### src/rtl/seg_counter_pkg.sv
// Shared types and helpers for the segmented counter/comparator.
package seg_counter_pkg;

  typedef enum logic {
    DIR_DOWN = 1'b0,
    DIR_UP   = 1'b1
  } dir_e;

  // Widest count the masked-equality helper accepts.
  localparam int unsigned MAX_W = 64;

  function automatic int unsigned calc_w(input int unsigned digit_w,
                                         input int unsigned num_digits);
    return digit_w * num_digits;
  endfunction

  // True when every bit selected by m matches between a and b.
  function automatic logic masked_eq(input logic [MAX_W-1:0] a,
                                     input logic [MAX_W-1:0] b,
                                     input logic [MAX_W-1:0] m);
    return &(~(a ^ b) | ~m);
  endfunction

endpackage

### src/rtl/seg_digit.sv
// One digit stage of the cascaded counter: holds its own digit, steps when the
// carry-in enable is set, and passes enable upward when at its roll value.
module seg_digit
  import seg_counter_pkg::*;
#(
  parameter int unsigned DIGIT_W = 4
) (
  input  logic               CK,
  input  logic               RN,
  input  logic               i_cen,
  input  dir_e               i_dir,
  input  logic               i_ld,
  input  logic [DIGIT_W-1:0] i_ld_val,
  input  logic               i_force,
  input  logic [DIGIT_W-1:0] i_force_val,
  output logic [DIGIT_W-1:0] o_q,
  output logic [DIGIT_W-1:0] o_q_next,
  output logic               o_cout
);

  logic [DIGIT_W-1:0] r_q;
  logic [DIGIT_W-1:0] w_next;
  logic               w_roll;

  // Next digit value (load > force > step > hold) and carry to the next stage.
  always_comb begin
    w_roll = (i_dir == DIR_UP) ? (r_q == '1) : (r_q == '0);
    o_cout = i_cen & w_roll;
    w_next = r_q;
    if (i_ld) begin
      w_next = i_ld_val;
    end else if (i_force) begin
      w_next = i_force_val;
    end else if (i_cen) begin
      w_next = (i_dir == DIR_UP) ? r_q + DIGIT_W'(1) : r_q - DIGIT_W'(1);
    end
  end

  // Digit register with synchronous active-low reset.
  always_ff @(posedge CK) begin
    if (!RN) r_q <= '0;
    else     r_q <= w_next;
  end

  assign o_q      = r_q;
  assign o_q_next = w_next;

endmodule

### src/rtl/seg_counter_cmp.sv
// Programmable up/down counter built from cascaded digit stages, with load,
// modulus wrap, registered terminal-count pulse and registered masked compare.
module seg_counter_cmp
  import seg_counter_pkg::*;
#(
  parameter int unsigned DIGIT_W    = 4,
  parameter int unsigned NUM_DIGITS = 4,
  parameter int unsigned W          = calc_w(DIGIT_W, NUM_DIGITS)
) (
  input  logic         CK,
  input  logic         RN,
  input  logic         EN,
  input  logic         UP,
  input  logic         LD,
  input  logic [W-1:0] LD_VAL,
  input  logic         MOD_EN,
  input  logic [W-1:0] MOD_VAL,
  input  logic [W-1:0] CMP_VAL,
  input  logic [W-1:0] CMP_MASK,
  output logic [W-1:0] Q,
  output logic         TC,
  output logic         Z
);

  logic [NUM_DIGITS:0] w_carry;
  logic [W-1:0]        w_q;
  logic [W-1:0]        w_qn;
  logic [W-1:0]        w_force_val;
  dir_e                w_dir;
  logic                w_mod_hit;
  logic                w_wrap;
  logic                w_force;
  logic                r_tc;
  logic                r_z;

  assign w_carry[0] = EN;

  // The carry out of the top digit is exactly the natural 2^W wrap (all-ones
  // going up, zero going down); the modulus hit is added on top of it, and
  // every wrap forces all digits to the wrap target in one step.
  always_comb begin
    w_dir       = dir_e'(UP);
    w_mod_hit   = (w_dir == DIR_UP) & MOD_EN & (w_q == MOD_VAL);
    w_wrap      = w_carry[NUM_DIGITS] | (EN & w_mod_hit);
    w_force     = ~LD & w_wrap;
    w_force_val = '0;
    if (w_dir == DIR_DOWN) w_force_val = MOD_EN ? MOD_VAL : '1;
  end

  for (genvar g = 0; g < NUM_DIGITS; g++) begin : g_digit
    seg_digit #(
      .DIGIT_W(DIGIT_W)
    ) u_digit (
      .CK         (CK),
      .RN         (RN),
      .i_cen      (w_carry[g]),
      .i_dir      (w_dir),
      .i_ld       (LD),
      .i_ld_val   (LD_VAL[g*DIGIT_W +: DIGIT_W]),
      .i_force    (w_force),
      .i_force_val(w_force_val[g*DIGIT_W +: DIGIT_W]),
      .o_q        (w_q[g*DIGIT_W +: DIGIT_W]),
      .o_q_next   (w_qn[g*DIGIT_W +: DIGIT_W]),
      .o_cout     (w_carry[g+1])
    );
  end

  // Terminal-count pulse and compare flag, both computed from the value Q
  // takes at this edge so they line up with Q.
  always_ff @(posedge CK) begin
    if (!RN) begin
      r_tc <= 1'b0;
      r_z  <= 1'b0;
    end else begin
      r_tc <= w_force;
      r_z  <= masked_eq(MAX_W'(w_qn), MAX_W'(CMP_VAL), MAX_W'(CMP_MASK));
    end
  end

  assign Q  = w_q;
  assign TC = r_tc;
  assign Z  = r_z;

endmodule

### config.mk
export PLATFORM = sky130hd
export DESIGN_NAME = seg_counter_cmp
export DESIGN_NICKNAME = d
export VERILOG_FILES = /design/src/rtl/seg_counter_pkg.sv /design/src/rtl/seg_digit.sv /design/src/rtl/seg_counter_cmp.sv
export SDC_FILE = /design/constraint.sdc
export NUM_CORES = 1
export LEC_CHECK = 0
export BUFFER_PORTS_ARGS = -buffer_cell sky130_fd_sc_hd__buf_2
export CORE_MARGIN = 1
export CORE_UTILIZATION = 49
export CTS_CLUSTER_DIAMETER = 120
export DETAILED_ROUTE_END_ITERATION = 12
export PLACE_DENSITY_LB_ADDON = 0.15
export SETUP_SLACK_MARGIN = 0.15
export SYNTH_ARGS = -nofsm -noshare
export SYNTH_HDL_FRONTEND = slang
export SYNTH_HIERARCHICAL = 1
export SYNTH_SLANG_ARGS = --single-unit
### constraint.sdc
create_clock -name CK -period 4.3 [get_ports CK]
set_clock_uncertainty 0.15 [all_clocks]
set_input_delay 0.43 -clock CK [delete_from_list [all_inputs] [get_ports CK]]
set_output_delay 0.43 -clock CK [all_outputs]
set_load 0.02 [all_outputs]
After elaboration in Yosys (flattened, before gate mapping)
Cells that the tools add are included.
{"block": "op_classes", "addsub": 8, "bitwise_logic": 14, "n_reduce_logical": 5, "n_eq_ne": 5, "n_mux": 22}
{"cell": "16-bit inverter with 64-bit output", "n": 2}
{"cell": "4-bit 2-to-1 mux", "n": 16}
{"cell": "64-bit OR", "n": 1}
{"cell": "64-bit AND reduction", "n": 1}
{"cell": "16-bit 2-to-1 mux", "n": 2}
{"cell": "4-bit by 1-bit adder with 4-bit output (second input constant)", "n": 4}
{"cell": "16-bit == test", "n": 1}
{"cell": "4-bit == test (second input constant)", "n": 4}
{"cell": "4-bit logical NOT", "n": 4}
{"cell": "4-bit by 1-bit subtractor with 4-bit output (second input constant)", "n": 4}
{"cell": "16-bit XOR", "n": 1}
{"cell": "1-bit AND", "n": 8}
{"cell": "1-bit 2-to-1 mux", "n": 4}
{"cell": "1-bit inverter", "n": 1}
{"cell": "1-bit OR", "n": 1}
{"block": "totals", "wordCells": 60, "ff_bits": 18}

Depth between registers and ports, before layout
{"block": "logic_depth", "word_depth": 14, "mapped_depth": 21}

By module
Netlist, hierarchy kept.
{"mod": "seg_digit", "area_each_um2": 381.6, "cells_each": 43, "seq_area_each_um2": 80.1, "n_inst": 4}
{"mod": "seg_counter_cmp", "area_each_um2": 640.6, "cells_each": 92, "seq_area_each_um2": 40.0, "n_inst": 1}

Worst setup path after synthesis
Ideal clock, no wire load.
{"block": "synth_timing", "path_kind": "flip-flop to flip-flop", "start": "register g_digit[0].u_digit.r_q[1]", "end": "register r_z, in the netlist Z", "arrival_time_ps": 3436, "setup_time_ps": 61, "path_stages_with_launch": 21, "slack_ps": 653, "path_buffers": 4, "required_ps": 4089, "path_cell_list": "dfxtp_1 > nor4_1 > nand2_1 > o21ai_0 > and2_1 > buf_6 > and2_1 > buf_6 > and2_1 > buf_6 > and2_1 > inv_1 > o22ai_1 > buf_6 > o21ai_0 > mux2_2 > o21a_1 > xor2_1 > a22o_1 > a221oi_1 > and4b_1"}
{"block": "synth_via", "elab_chain_len": 14, "elab_cells_between_ends": 31, "cone_classes": "2 x add/sub; 2 x eq/ne; 14 x mux; 11 x bitwise; 2 x reduce/logical"}
{"item": "start, declared", "line_no": "seg_digit.sv:21", "source": "logic [DIGIT_W-1:0] r_q;"}
{"item": "start signal, assigned", "line_no": "seg_digit.sv:42", "source": "else r_q <= w_next;"}
{"item": "4-bit == test or 4-bit logical NOT (tied branches)", "line_no": "seg_digit.sv:27", "source": "w_roll = (i_dir == DIR_UP) ? (r_q == '1) : (r_q == '0);"}
{"item": "1-bit 2-to-1 mux (*)", "line_no": "seg_digit.sv:27"}
{"item": "1-bit AND (*)", "line_no": "seg_digit.sv:28", "source": "o_cout = i_cen & w_roll;"}
{"item": "net w_carry[1]", "line_no": "seg_counter_cmp.sv:25", "source": "logic [NUM_DIGITS:0] w_carry;"}
{"item": "1-bit AND (*)", "line_no": "seg_digit.sv:28"}
{"item": "net w_carry[2]", "line_no": "seg_counter_cmp.sv:25"}
{"item": "1-bit AND (*)", "line_no": "seg_digit.sv:28"}
{"item": "net w_carry[3]", "line_no": "seg_counter_cmp.sv:25"}
{"item": "[... 1 more ...]"}
{"item": "net w_carry[4]", "line_no": "seg_counter_cmp.sv:25"}
{"item": "[... 2 more ...]"}
{"item": "net w_force", "line_no": "seg_counter_cmp.sv:32", "source": "logic w_force;"}
{"item": "4-bit 2-to-1 mux (*)", "line_no": "seg_digit.sv:32", "source": "end else if (i_force) begin"}
{"item": "4-bit 2-to-1 mux (*)", "line_no": "seg_digit.sv:30", "source": "if (i_ld) begin"}
{"item": "net w_qn[7]", "line_no": "seg_counter_cmp.sv:27", "source": "logic [W-1:0] w_qn;"}
{"item": "16-bit XOR (*)", "line_no": "seg_counter_pkg.sv:21", "source": "return &(~(a ^ b) | ~m);"}
{"item": "16-bit inverter with 64-bit output (*)", "line_no": "seg_counter_pkg.sv:21"}
{"item": "64-bit OR (*)", "line_no": "seg_counter_pkg.sv:21"}
{"item": "64-bit AND reduction (*)", "line_no": "seg_counter_pkg.sv:21"}
{"item": "end signal, assigned", "line_no": "seg_counter_cmp.sv:76", "source": "r_z <= masked_eq(MAX_W'(w_qn), MAX_W'(CMP_VAL), MAX_W'(CMP_MASK));"}
{"item": "end, declared", "line_no": "seg_counter_cmp.sv:34", "source": "logic r_z;"}
The timed path passes the listed nets; every way through them passes the cells marked *.
A chain may end at the register's enable or synchronous reset.

Worst setup path in the final report
Same ends and word-level chain as after synthesis.

==> results_dict.tcl <==
set metrics [dict create \
    outcome "finished, final reports clean" \
    grt_antenna_before_repair 0 \
    ys_seq_area_frac 0.166 \
    clk_pin_slew_ps 80 \
    grt_max_degree 31 \
    overflow 0 \
    worst_slack_ps 517 \
    startpoint_type "register" \
    dr.pass1.iters 5 \
    clkLatencyLatePin_ps 260 \
    critical_path_arrival_ps 3840 \
    gp_congestion 0.852 \
    rsz0062_at_grt "false" \
    setup_violations 0 \
    layout.nets 431 \
    die_h_um 68.5 \
    power_density_nw_per_um2 222 \
    cellLeakagePower_uw 0.00135 \
    cts_root_buffer "clkbuf_8" \
    tightest_slew_ps 414 \
    numCtsBuffers 3 \
    fillers 384 \
    die_w_um 68.5 \
    grt_usage 0.261 \
    layout_common_cells "buf_2, xor2_1, inv_1, nand2_1, dfxtp_1" \
    hpwl_mm 4.51 \
    area_growth_pct 22.4 \
    path_delay_family "simple AND/OR/NAND/NOR gates" \
    vias 2185 \
    viasPerCell 5.49 \
    syn_area_per_cell_um2 8.21 \
    h-tree-depth 1 \
    critPathSlowestCell "dfxtp_1" \
    fin_crit_ps 3780 \
    ir_worst_vdd_mv 0.113 \
    min_period_over_period 0.880 \
    grt_pass1_wl_mm 9.13 \
    crit_chain "nor4_1, nand2_1, o21ai_0, and2_1, and2_1, and2_2, and2_1, inv_1, o22ai_2, buf_4, o21ai_0, mux2_2, o21a_1, xor2_1, a22o_1, a221oi_1, and4b_1" \
    cts_tree "done" \
    die_area_um2 4690 \
    drv_slew 0 \
    core_um2 4120 \
    synth_fp_nets 346 \
    hp-class "in2reg" \
    path_class "reg2reg" \
    final_common_cell "buf_2" \
    yosysWarnings 6 \
    clkSinkCount 18 \
    end_kind "register" \
    routed_wl_mm 5.82 \
    slowest_delay_ps 390 \
    hold_viol 0 \
    worst-path-buf-inv 2 \
    syn_area_um2 2170 \
    critPathMaxFanout 10 \
    start_util 0.527 \
    ys_ff_latch 18 \
    drc 0 \
    synth_edf_count 0 \
    preCtsSetupSlack_ps 467 \
    cp.required_ps 4360 \
    worstHoldPathCells 4 \
    portBuffers 87 \
    avgRoutedWirePerCell_um 14.6 \
    r2r_cells 17 \
    fmax_ghz 0.264 \
    async_flop_share 0 \
    drive_gt1_frac 0.330 \
    ys.flop_type "dfxtp_1" \
    max_slew_margin 0.722 \
    rows 23 \
    netlist-cell-type-count 38 \
    tns_ps 0 \
    grt_pass1_vias 1985 \
    clk_path_buf_depth 2 \
    postSynthCellCount 264 \
    crit_cells 17 \
    pin_count 88 \
    drt_iter0_markers 153 \
    antenna_cells 0 \
    postCtsHoldBufs 0 \
    detail-route-antenna-nets 0 \
    crit_top_cell "and2_1" \
    maxCapViolations 0 \
]
==> worst paths after layout <==
path,startpoint,slack [ps],end
worst max-delay path,g_digit[0].u_digit/o_q[1]$_SDFF_PN0_,520,Z$_SDFF_PN0_
worst min-delay path,LD_VAL[6],380,g_digit[1].u_digit/o_q[2]$_SDFF_PN0_
worst max register to register,g_digit[0].u_digit/o_q[1]$_SDFF_PN0_,520,Z$_SDFF_PN0_
worst min register to register,g_digit[0].u_digit/o_q[3]$_SDFF_PN0_,640,TC$_SDFF_PN0_
==> layout make-up <==
class	count	area [um^2]	share of cell area
Inverter	21	78.8	0.0297
Multi-Input combinational cell	213	1620	0.612
Tap cell	50	62.6	0.0236
Timing Repair Buffer	92	473	0.178
Clock buffer	4	55.1	0.0208
Sequential cell	18	360	0.136
==> cells in the mapped netlist, types with 8 or more instances <==
library cell,count,area share
a21oi_1,16,0.037
and2_1,12,0.035
buf_6,8,0.042
dfxtp_1,18,0.17
ha_1,8,0.046
inv_1,21,0.036
mux2_2,8,0.042
mux2i_1,8,0.037
nand2_1,21,0.036
o21ai_0,8,0.018
o21ai_1,9,0.021
o31ai_1,8,0.028
xnor2_1,10,0.040
xor2_1,38,0.15
==> kinds of logic (layout without fill, tap and decap cells) <==
kind of cell / after synthesis / after routing / synth area share
buf+inv: 33 / 117 / 0.0883
simple gates: 72 / 72 / 0.193
flops: 18 / 18 / 0.166
compound gates: 65 / 65 / 0.197
xor+xnor: 48 / 48 / 0.194
fa+ha+maj: 12 / 12 / 0.0831
mux: 16 / 16 / 0.0785
==> worst min-delay path, stage by stage <==
cell and delay [ps]:
buf_2 80, nand2_1 40, o31ai_1 90, and2_1 130
==> metal layers <==
layer,vias up,wire length (um),GRT usage
met5,-,0,0
met4,0,23,0.0391
met3,2,317,0.0263
met2,82,2870,0.460
met1,1013,2610,0.348
li1,1088,-,-
==> metrics by stage <==
stage / power [uW] / area [um^2] / std cells / util / hold WS (ps)
after CTS: 592 / 2650 / 398 / 0.644 / 372
final: 588 / 2650 / 398 / 0.645 / 377
after global placement: 440 / 2600 / 394 / 0.631 / 619
after floorplan: 358 / 2170 / 264 / - / 402
after global routing: 630 / 2650 / 398 / 0.645 / 364
after detailed placement: 442 / 2600 / 394 / 0.631 / 624
==> sequential cells by signal, indices dropped and copies added (netlist names) <==
signal / count
g_digit.u_digit/o_q: 16
TC: 1
Z: 1
==> what timing repair did <==
item	CTS	global route
resized for setup	0	1
setup buffers	0	0
endpoints found under the setup margin	0	1
==> power breakdown <==
part | switching, uW | internal (uW) | leakage, uW | total, uW
logic | 124 | 116 | 0.00117 | 241
clock network | 65.9 | 81.5 | 0.0000288 | 147
registers | 22.5 | 177 | 0.000148 | 200
Power figures use the tool's default switching activity.
